<file path="src/rtl/mips32_reg_dump.sv">
// mips32_reg_dump: on a rising halted, streams every GPR out as {idx, data} beats.
// Define REG_DUMP_CHECKSUM_EN to add dump_sum, a running sum of accepted beats.
module mips32_reg_dump #(
   parameter int NUM_REGS = 32,
   parameter int DATA_W   = 32,
   parameter int IDX_W    = 5
) (
   input  logic              clk1,
   input  logic              rst_n,
   input  logic              halted,
   output logic [IDX_W-1:0]  rf_rd_addr,
   input  logic [DATA_W-1:0] rf_rd_data,
   output logic              dump_valid,
   input  logic              dump_ready,
   output logic [IDX_W-1:0]  dump_idx,
   output logic [DATA_W-1:0] dump_data,
   output logic              dump_last,
   output logic              busy,
`ifdef REG_DUMP_CHECKSUM_EN
   output logic              done,
   output logic [DATA_W-1:0] dump_sum
`else
   output logic              done
`endif
);

   localparam logic [2:0] S_IDLE = 3'd0;
   localparam logic [2:0] S_ADDR = 3'd1;
   localparam logic [2:0] S_CAP  = 3'd2;
   localparam logic [2:0] S_SEND = 3'd3;
   localparam logic [2:0] S_DONE = 3'd4;

   localparam logic [IDX_W-1:0] LAST_IDX = IDX_W'(NUM_REGS - 1);

   logic [2:0]        state_q, state_d;
   logic [IDX_W-1:0]  idx_q, idx_d;
   logic              halted_q;
   logic              armed_q, armed_d;
   logic              valid_q, valid_d;
   logic [IDX_W-1:0]  didx_q, didx_d;
   logic [DATA_W-1:0] data_q, data_d;
   logic              last_q, last_d;
   logic              start;
   logic              hs;
`ifdef REG_DUMP_CHECKSUM_EN
   logic [DATA_W-1:0] sum_q, sum_d;
`endif

   // halted_q clears on reset, so a halted still high out of reset
   // must be seen low once (armed_q) before it can trigger a dump.
   assign start   = halted & ~halted_q & armed_q;
   assign hs      = valid_q & dump_ready;
   assign armed_d = armed_q | ~halted;

   always_comb begin
      state_d = state_q;
      idx_d   = idx_q;
      valid_d = valid_q;
      didx_d  = didx_q;
      data_d  = data_q;
      last_d  = last_q;
`ifdef REG_DUMP_CHECKSUM_EN
      sum_d   = sum_q;
`endif
      unique case (state_q)
         S_IDLE: begin
            if (start) begin
               idx_d   = '0;
               state_d = S_ADDR;
`ifdef REG_DUMP_CHECKSUM_EN
               sum_d   = '0;
`endif
            end
         end
         S_ADDR: state_d = S_CAP;
         S_CAP: begin
            data_d  = rf_rd_data;
            didx_d  = idx_q;
            last_d  = (idx_q == LAST_IDX);
            valid_d = 1'b1;
            state_d = S_SEND;
         end
         S_SEND: begin
            if (hs) begin
               valid_d = 1'b0;
`ifdef REG_DUMP_CHECKSUM_EN
               sum_d   = sum_q + data_q;
`endif
               if (last_q) begin
                  state_d = S_DONE;
               end else if (!halted) begin
                  state_d = S_IDLE;
               end else begin
                  idx_d   = idx_q + 1'b1;
                  state_d = S_ADDR;
               end
            end
         end
         S_DONE: begin
            if (!halted) state_d = S_IDLE;
         end
         default: state_d = S_IDLE;
      endcase
   end

   always_ff @(posedge clk1) begin
      if (!rst_n) begin
         state_q  <= S_IDLE;
         idx_q    <= '0;
         halted_q <= 1'b0;
         armed_q  <= 1'b0;
         valid_q  <= 1'b0;
         didx_q   <= '0;
         data_q   <= '0;
         last_q   <= 1'b0;
`ifdef REG_DUMP_CHECKSUM_EN
         sum_q    <= '0;
`endif
      end else begin
         state_q  <= state_d;
         idx_q    <= idx_d;
         halted_q <= halted;
         armed_q  <= armed_d;
         valid_q  <= valid_d;
         didx_q   <= didx_d;
         data_q   <= data_d;
         last_q   <= last_d;
`ifdef REG_DUMP_CHECKSUM_EN
         sum_q    <= sum_d;
`endif
      end
   end

   assign rf_rd_addr = idx_q;
   assign dump_valid = valid_q;
   assign dump_idx   = didx_q;
   assign dump_data  = data_q;
   assign dump_last  = last_q;
   assign busy       = (state_q != S_IDLE) && (state_q != S_DONE);
   assign done       = (state_q == S_DONE);
`ifdef REG_DUMP_CHECKSUM_EN
   assign dump_sum   = sum_q;
`endif

endmodule

</file>
<file path="config.mk">
export PLATFORM = sky130hd
export DESIGN_NAME = mips32_reg_dump
export DESIGN_NICKNAME = d
export VERILOG_FILES = /design/src/rtl/mips32_reg_dump.sv
export SDC_FILE = /design/constraint.sdc
export NUM_CORES = 1
export LEC_CHECK = 0
export BUFFER_PORTS_ARGS = -buffer_cell sky130_fd_sc_hd__buf_2
export CORE_MARGIN = 2
export CORE_UTILIZATION = 47
export CTS_CLUSTER_DIAMETER = 50
export DETAILED_ROUTE_END_ITERATION = 7
export PLACE_DENSITY = 0.78
export SLEW_MARGIN = 40
export SYNTH_ARGS = -nofsm -noshare
export SYNTH_HDL_FRONTEND = slang
export SYNTH_SLANG_ARGS = --single-unit
</file>
<file path="constraint.sdc">
create_clock -name clk1 -period 2.1 [get_ports clk1]
set_clock_uncertainty 0.2 [all_clocks]
set_input_delay 0.315 -clock clk1 [delete_from_list [all_inputs] [get_ports clk1]]
set_output_delay 0.315 -clock clk1 [all_outputs]
set_load 0.01 [all_outputs]
</file>
After elaboration in Yosys (flattened, before gate mapping) --
Cells that the tools add are included. Widths: inputs -> output; s select.
Operators by class: $add $sub $neg 1, equality and inequality tests 11, muxes and demuxes 13, bitwise gates (word level) 6, reductions and logical operators 8
Operator list (count):
- $mux 5 | 4
- $pmux 3 s5 | 1
- $mux 3 | 4
- $ne 2x2->1 const B | 5
- $pmux 5 s2 | 1
- $eq 3x2->1 const B | 2
- $add 5x1->5 const B | 1
- $eq 5x5->1 const B | 1
- $reduce_and 5->1 | 1
- $reduce_bool 2->1 | 2
- $and 1x1->1 | 3
- $eq 3x1->1 const B | 1
- $eq 3x3->1 const B | 1
- $logic_not 3->1 | 1
- $ne 3x3->1 const B | 1
- $reduce_and 3->1 | 1
- $reduce_bool 3->1 | 1
- $mux 1 | 2
- $not 1->1 | 2
- $pmux 1 s2 | 1
- $reduce_and 2->1 | 1
- $logic_and 1x1->1 | 1
- $or 1x1->1 | 1
Storage, ports and cells: bits in registers 49, input bits 36, output and inout port bits 46

Depth between registers and ports, before layout --
Gate-level depths: netlist of run 1.
depth in word-level cells 5, depth in mapped cells 6

Least setup slack after synthesis of run 1 --
OpenSTA, ideal clock, no wires.
kind register -> register, start register idx_q[0] (netlist: rf_rd_addr[0]), end register idx_q[4] (netlist: rf_rd_addr[4]), library setup time 0.117 ns, arrival 1.214 ns, required time 1.783 ns, slack 0.569 ns, cell stages (with the launch flop) 5, clock period less this slack 1.531 ns, path through dfxtp_1 > ha_1 > and3_1 > ha_1 > a32o_1
Between the ends: cells in the longest elaborated chain, start to end 5
Ends and longest elaborated chain:
- from (decl) | line 36 | logic [IDX_W-1:0] idx_q, idx_d;
- from (signal assigned) | line 121 | idx_q <= idx_d;
- $add 5x1->5 | line 94 | idx_d = idx_q + 1'b1;
- $mux 5 | line 91 | end else if (!halted) begin
- $mux 5 | line 89 | if (last_q) begin
- $mux 5 | line 84 | if (hs) begin
- $pmux 5 s2 | line 65 | unique case (state_q)
No other way between the ends. The select of a mux whose other input is x is not followed. A chain may end at the register's enable or synchronous reset.

Worst setup path after layout of run 1 --
start register state_q[0], end output port done
Between the ends: cells in the longest elaborated chain, start to end 1
Ends and longest elaborated chain:
- from (decl) | line 35 | logic [2:0] state_q, state_d;
- from (signal assigned) | line 120 | state_q <= state_d;
- $eq 3x3->1 | line 140 | assign done = (state_q == S_DONE);
- to (decl) | line 23 | output logic done
No other way between the ends.

==> results of run 1 <==
[cell families after synthesis]
family | Yosys count
DFF | 49
adders and majority gates | 2
and+or+nand+nor | 105
buffers and inverters | 19
AOI/OAI and AO/OA | 52
[registers in the layout (all words and copies together) (netlist names)]
register,flops
dump_data,32
dump_idx,5
rf_rd_addr,5
state_q,3
armed_q,1
dump_last,1
dump_valid,1
halted_q,1
[synth_stat cells]
library cell  number  share of area
nand2_1           77           0.14
dfxtp_1           49           0.49
a21boi_1          38           0.14
clkbuf_1           7          0.013
buf_2              6          0.015
a32o_1             4          0.020
a31o_1             3          0.013
and2_1             3         0.0094
inv_1              3         0.0056
nor2b_1            3         0.0094
and3_1             2         0.0062
and4_1             2         0.0087
and4b_1            2          0.010
buf_6              2          0.011
ha_1               2          0.012
nand3_1            2         0.0050
nand3b_1           2         0.0075
nor2_1             2         0.0037
a21oi_1            1         0.0025
a221oi_1           1         0.0044
a22oi_1            1         0.0037
a2bb2oi_2          1         0.0075
buf_4              1         0.0037
nand2b_1           1         0.0031
nand4_1            1         0.0031
nor3_1             1         0.0025
nor3b_1            1         0.0037
nor3b_2            1         0.0062
nor4_1             1         0.0031
nor4b_1            1         0.0044
nor4bb_1           1         0.0050
o21a_1             1         0.0037
o21ai_0            1         0.0025
o221a_2            1         0.0056
or3_4              1         0.0056
or3b_1             1         0.0044
[final cells by class]
| class | count | area [um^2] |
|---|---|---|
| fill | 389 | 1530 |
| sequential | 49 | 981 |
| multi-input combinational | 159 | 935 |
| timing repair buffer | 84 | 440 |
| clock buffer | 6 | 82.6 |
| tap | 50 | 62.6 |
| clock inverter | 2 | 13.8 |
| inverter | 3 | 11.3 |
[metrics by stage]
stage,setup slack (ns),cells,utilization,power (mW),area (um^2)
floorplan,0.569,227,-,1.13,2010
global placement,0.472,345,0.599,1.22,2430
detailed placement,0.447,345,0.599,1.22,2430
CTS,0.265,353,0.623,1.79,2530
global route,0.180,353,0.623,1.86,2530
finish,0.267,353,0.623,1.77,2530
[worst max-delay path: stages, from the launching register on]
cell and delay, ns:
dfxtp_1 0.54, nor2_1 0.17, and2_1 0.18, buf_2 0.13
[where the power goes]
part / internal [mW] / switching [mW]
Combinational: 0.0984 / 0.112
Clock: 0.267 / 0.306
Sequential: 0.964 / 0.0235
[how the worst min path moves through the flow]
stage | start | endpoint | slack (ns)
final | rf_rd_data[29] | dump_data[29] | 0.04
after global routing | rf_rd_data[29] | dump_data[29] | 0.03
after CTS | rf_rd_data[29] | dump_data[29] | 0.03
after detailed placement | armed_q | armed_q | 0.24
after global placement | armed_q | armed_q | 0.23
after floorplan | armed_q | armed_q | 0.23
[per-layer routing]
layer  vias up  wire (um)  track usage
li1        915          -            -
met1       803       2060        0.241
met2        69       1970        0.283
met3         2        310       0.0465
met4         0         12       0.0654
met5         -          0            0
==> results_dict.tcl, run 1 <==
set metrics [dict create \
    clk_path_buf_depth 2 \
    ir_drop_uv 394 \
    placementRows 23 \
    final_cell_mix "81 x buf_2, 77 x nand2_1, 49 x dfxtp_1" \
    grt_max_degree 39 \
    dp_hpwl_um 3040 \
    hold_path.class "primary input to flop" \
    rr_startpoint "state_q[1]" \
    grt_setup_unrepaired "false" \
    drt_iter0_drc 82 \
    die_w_um 69.3 \
    cts_setup_buffers 0 \
    hold-path-cell-count 3 \
    outcome "finished, final reports clean" \
    crit_path_end "done" \
    portBuffers 81 \
    min_period_over_period 0.873 \
    hold_viol_final 0 \
    worstSkewPairLatency_ns 0.30 \
    tightestPinTransition_ns 0.417 \
    yosys.area_share.simple 0.245 \
    area_growth_pct 25.9 \
    vias 1789 \
    setup-tns-final_ns 0 \
    drc 0 \
    path_max_fanout 11 \
    synth_top_family_by_area "simple AND/OR/NAND/NOR gates" \
    crit_required_ns 1.58 \
    maxSlewViolCount 0 \
    cts_tree "done" \
    ctsHoldBuffers 0 \
    dr.pass1.iters 4 \
    ys.warnings.count 0 \
    antenna_found_initial 0 \
    setup_violations 0 \
    synth_compound_area_frac 0.205 \
    postRouteAntennaNets 0 \
    worstPathArrival_ns 1.32 \
    root_buffer "clkbuf_8" \
    final_common_cell "buf_2" \
    place_congestion 0.755 \
    syn_area_um2 2010 \
    synth.area.mux_share 0 \
    synth_nets 265 \
    r2r_slack_ns 0.45 \
    cts_buffers 5 \
    die_area_um2 4810 \
    cts_sinks 49 \
    finish.net_count 340 \
    die_y_um 69.3 \
    grt-ovfl-total 0 \
    hold_ws_ns 0.0423 \
    fmax_ghz 0.545 \
    core_area_um2 4060 \
    critPathLaunch "state_q[0]" \
    pin_count 82 \
    leakage_nw 1.16 \
    grt_usage 0.181 \
    r2r_end "dump_data[27]" \
    crit_path_start_kind "flop" \
    synth_adder_area_share 0.0125 \
    ys_types 36 \
    wirelength_um 4350 \
    drv_cap 0 \
    diodes 0 \
    min_period_ns 1.83 \
    cts_max_level 2 \
    reg2reg_depth 4 \
    start_util 0.495 \
    grt_pass1_vias 1577 \
    post_cts_resized 0 \
    synthCells 227 \
    worstSetupPathType "flop to output port" \
    ys_seq_elements 49 \
    routed_via_density 5.07 \
    ys_seq_area_frac 0.489 \
    drive_above_1_share 0.317 \
    avgSynthCellArea_um2 8.84 \
    p_per_area_nw_per_um2 701 \
    wl_per_cell_um 12.3 \
    cp-end-kind "output port" \
    synth_xor_area_frac 0 \
    grt_pass1_wl_um 7180 \
    path_clk_slew_ns 0.09 \
    relSlewSlack 0.722 \
]
Note: power is estimated with default switching activity, not from simulation.
==> run 2: changes to the inputs <==
--- a/config.mk
+++ b/config.mk
@@ -6,7 +6,7 @@
 export NUM_CORES = 1
 export LEC_CHECK = 0
 export BUFFER_PORTS_ARGS = -buffer_cell sky130_fd_sc_hd__buf_2
-export CORE_MARGIN = 2
+export CORE_MARGIN = 3
 export CORE_UTILIZATION = 47
 export CTS_CLUSTER_DIAMETER = 50
 export DETAILED_ROUTE_END_ITERATION = 7
==> run 2 against run 1 <==
Sequential power about the same; maximum frequency decreased by 2.4%; sequential share of layout area increased by 0.23 points; critical path depth unchanged; first-iteration DRC count increased by 30%; largest cell class unchanged; via count increased by 0.45%; cell count increased by 0.28%.
==> results_dict.tcl, run 2 (synthesized netlist as in run 1, its figures left out) <==
set metrics [dict create \
    outcome "finished, final reports clean" \
    grt-ovfl-total 0 \
    reg2reg_depth 4 \
    largest_reg_flops 32 \
    path_depth 3 \
    die_w_um 71.3 \
    fmax_ghz 0.532 \
    area_growth_pct 25.1 \
    hold_viol_final 0 \
    postRouteAntennaNets 0 \
    p_per_area_nw_per_um2 697 \
    wl_per_cell_um 12.6 \
    dr.pass1.iters 4 \
    wirelength_um 4450 \
    post_cts_resized 0 \
    ir_drop_uv 347 \
    setup_violations 0 \
    start_util 0.495 \
    crit_path_start_kind "flop" \
    core_area_um2 4060 \
    slowest_stage "dfxtp_1" \
    crit_family "flip-flops" \
    drive_above_1_share 0.316 \
    finish.net_count 341 \
    clk_path_buf_depth 2 \
    crit_chain "nor2_1 -> and2_1 -> buf_2" \
    min_period_over_period 0.895 \
    drc 0 \
    cpPeakStageDelay_ns 0.58 \
    drt_iter0_drc 107 \
    dp_hpwl_um 3120 \
    pin_count 82 \
    grt_setup_unrepaired "false" \
    cts_tree "done" \
    grt_max_degree 39 \
    cts_max_level 2 \
    drv_cap 0 \
    cts_buffers 5 \
    antenna_found_initial 0 \
    cp-end-kind "output port" \
    critPathBufInv 1 \
    root_buffer "clkbuf_8" \
    netSwitchingFraction 0.259 \
    grt_pass1_vias 1584 \
    final_cell_mix "81 x buf_2, 77 x nand2_1, 49 x dfxtp_1" \
    crit_required_ns 1.58 \
    p_comb_frac 0.120 \
    placed_area_um2 2420 \
    leakage_nw 1.15 \
    die_y_um 71.3 \
    fillCellCount 366 \
    relSlewSlack 0.732 \
    path_max_fanout 11 \
    portBuffers 81 \
    worstPathArrival_ns 1.36 \
    vias 1797 \
    hold_path.class "primary input to flop" \
    p_seq_frac 0.564 \
    min_period_ns 1.88 \
    cts_sinks 49 \
    maxSlewViolCount 0 \
    worstSkewPairLatency_ns 0.31 \
    post-route-cell-area_um2 2510 \
    cts_setup_buffers 0 \
    ctsHoldBuffers 0 \
    clkPwrFrac 0.316 \
    p_int_mw 1.30 \
    p_switching_uw 453 \
    placementRows 23 \
    diodes 0 \
    hold-path-cell-count 3 \
    place_congestion 0.763 \
    grt_pass1_wl_um 7250 \
    final_common_cell "buf_2" \
    worstSetupPathType "flop to output port" \
    grt_usage 0.176 \
    die_area_um2 5090 \
    tightestPinTransition_ns 0.396 \
    setup-tns-final_ns 0 \
    path_clk_slew_ns 0.09 \
    routed_via_density 5.08 \
]
run 2: cell count changes in the layout (fill, tap and decap cells not counted):
| cell | change |
|---|---|
| buf_12 | -1 |
| buf_4 | +2 |
| clkbuf_1 | +1 |
| clkbuf_8 | -1 |
| clkinv_4 | -1 |
| inv_6 | +1 |
run 2: worst min-delay path, delay by kind of cell:
family / cells / cell delay [ns]
AND/OR/NAND/NOR: 1 / 0.05
buffers and inverters: 1 / 0.09
AO/OA/AOI/OAI: 1 / 0.05
run 2: path summary, 6_finish.rpt:
check / from / slack (ns) / endpoint
worst max-delay path: state_q[0] / 0.22 / done
worst min-delay path: rf_rd_data[3] / 0.03 / dump_data[3]
worst max register to register: state_q[1] / 0.43 / dump_data[19]
worst min register to register: dump_data[7] / 0.25 / dump_data[7]
run 2: power by group through the flow:
stage	Sequential [mW]	Combinational, mW	Clock (mW)
CTS	0.988	0.212	0.569
global route	0.994	0.234	0.604
detailed placement	1.01	0.212	0
floorplan	1.02	0.117	0
finish	0.988	0.209	0.553
global placement	1.01	0.208	0
run 2: metal layers:
metal	track usage	vias to the layer above	part of all wire
li1	-	919	-
met1	0.244	812	0.47
met2	0.258	63	0.43
met3	0.0603	3	0.093
met4	0.0564	0	0.0085
met5	0	-	0
run 2: metrics by stage:
step | worst slack (ns) | util | hold slack [ns] | std cells | power [mW]
6_report | 0.221 | 0.619 | 0.0324 | 354 | 1.75
5_1_grt | 0.128 | 0.619 | 0.0318 | 354 | 1.83
4_1_cts | 0.218 | 0.619 | 0.0308 | 354 | 1.77
3_5_place_dp | 0.438 | 0.598 | 0.244 | 346 | 1.22
3_3_place_gp | 0.492 | 0.598 | 0.234 | 346 | 1.22
2_1_floorplan | 0.569 | - | 0.228 | 227 | 1.13
run 2: layout make-up:
| cell class | count | area [um^2] | area share |
|---|---|---|---|
| timing repair buffer | 85 | 435 | 0.173 |
| clock buffer | 6 | 72.6 | 0.0289 |
| sequential | 49 | 981 | 0.391 |
| multi-input combinational | 159 | 935 | 0.372 |
| tap | 50 | 62.6 | 0.0249 |
| clock inverter | 2 | 13.8 | 0.00548 |
| inverter | 3 | 11.3 | 0.00448 |
==> run 3: changes to the inputs <==
--- a/config.mk
+++ b/config.mk
@@ -6,10 +6,11 @@
 export NUM_CORES = 1
 export LEC_CHECK = 0
 export BUFFER_PORTS_ARGS = -buffer_cell sky130_fd_sc_hd__buf_2
-export CORE_MARGIN = 3
+export CORE_MARGIN = 4
 export CORE_UTILIZATION = 47
 export CTS_CLUSTER_DIAMETER = 50
 export DETAILED_ROUTE_END_ITERATION = 7
+export GPL_TIMING_DRIVEN = 0
 export PLACE_DENSITY = 0.78
 export SLEW_MARGIN = 40
 export SYNTH_ARGS = -nofsm -noshare
==> run 3 against run 2 <==
Via count up 2.6%; total power is 0.49% higher; utilization rose by 1.2 points; count of clock-buffer cells in the layout did not move.
==> results_dict.tcl, run 3 (synthesized netlist as in run 1, its figures left out) <==
set metrics [dict create \
    drive_above_1_share 0.320 \
    crit_required_ns 1.58 \
    seqCellArea_um2 981 \
    worstSkewPairLatency_ns 0.30 \
    worstPathArrival_ns 1.33 \
    grt_max_degree 16 \
    fillCellCount 391 \
    cts_max_level 2 \
    placementRows 23 \
    worstSetupPathType "flop to output port" \
    die_y_um 73.3 \
    hold_path.class "primary input to flop" \
    grt_pass1_wl_um 7300 \
    finish.net_count 353 \
    dp_hpwl_um 3350 \
    grt_setup_unrepaired "false" \
    relSlewSlack 0.711 \
    final_common_cell "buf_2" \
    root_buffer "clkbuf_8" \
    postRouteAntennaNets 0 \
    stdcell_count 366 \
    vias 1843 \
    drt_iter0_drc 86 \
    start_util 0.495 \
    antenna_found_initial 0 \
    dp_cells 358 \
    wirelength_um 4590 \
    cts_sinks 49 \
    pin_count 82 \
    tightestPinTransition_ns 0.433 \
    grt_usage 0.173 \
    multi_input_area_um2 928 \
    post-route-util 0.631 \
    setup_violations 0 \
    diodes 0 \
    setup-tns-final_ns 0 \
    hold_viol_final 0 \
    portBuffers 81 \
    place_congestion 0.854 \
    grt-ovfl-total 0 \
    fmax_ghz 0.542 \
    path_max_fanout 10 \
    leakage_nw 1.18 \
    die_w_um 73.3 \
    largest_reg_flops 32 \
    drc 0 \
    clk_path_buf_depth 2 \
    wl_per_cell_um 12.5 \
    die_area_um2 5380 \
    ctsHoldBuffers 0 \
    drv_cap 0 \
    min_period_ns 1.85 \
    outcome "finished, final reports clean" \
    placed_area_um2 2470 \
    area_growth_pct 27.6 \
    post-route-cell-area_um2 2560 \
    min_period_over_period 0.879 \
    cp-end-kind "output port" \
    maxSlewViolCount 0 \
    ir_drop_uv 474 \
    post_cts_resized 0 \
    final_cell_mix "87 x buf_2, 77 x nand2_1, 49 x dfxtp_1" \
    dr.pass1.iters 4 \
    crit_path_start_kind "flop" \
    cts_setup_buffers 0 \
    cts_tree "done" \
    p_per_area_nw_per_um2 687 \
    core_area_um2 4060 \
    routed_via_density 5.04 \
    cts_buffers 5 \
    grt_pass1_vias 1597 \
    path_clk_slew_ns 0.09 \
]
## run 3: cell types whose count changed in the layout (fill, tap and decap cells not counted), sizes merged
| cell | previous run | this run |
|---|---|---|
| buf | 85 | 90 |
| clkbuf | 6 | 13 |
## run 3: worst max-delay path, stage by stage, from the launching register on
cell and delay (ns):
dfxtp_1 0.34, buf_2 0.17, nor2_1 0.24, and2_1 0.16, buf_2 0.12
## run 3: power by group
part / internal, mW / leakage, nW / switching (mW)
sequential: 0.964 / 0.397 / 0.0168
combinational: 0.102 / 0.741 / 0.123
clock: 0.238 / 0.0456 / 0.316
total: 1.30 / 1.18 / 0.456
## run 3: worst paths after layout
path,from,end,slack (ns),cells past startpoint
setup / recovery,state_q[1],done,0.25,4
hold / removal,rf_rd_data[27],dump_data[27],0.04,3
setup reg to reg,state_q[2],dump_data[1],0.50,6
hold reg to reg,dump_idx[0],dump_idx[0],0.25,2
## run 3: metal layers
layer / global-route usage / part of all wire
met1: 0.236 / 0.47
met3: 0.0479 / 0.084
met2: 0.262 / 0.43
met5: 0 / 0
met4: 0.0604 / 0.014
## run 3: metrics by stage
stage | hold slack (ns) | power [mW] | setup slack, ns
2_1_floorplan | 0.228 | 1.13 | 0.569
3_3_place_gp | 0.238 | 1.23 | 0.483
3_5_place_dp | 0.244 | 1.23 | 0.452
4_1_cts | 0.0316 | 1.78 | 0.242
5_1_grt | 0.0239 | 1.85 | 0.185
6_report | 0.0380 | 1.76 | 0.253
## run 3: final cells by class
cell class              count  area share
clock inverters             2     0.00537
repair buffers             81       0.158
well taps                  50      0.0244
multi-input cells         159       0.362
plain buffers              16      0.0337
clock buffers               6      0.0283
flip-flops and latches     49       0.383
inverters                   3     0.00440
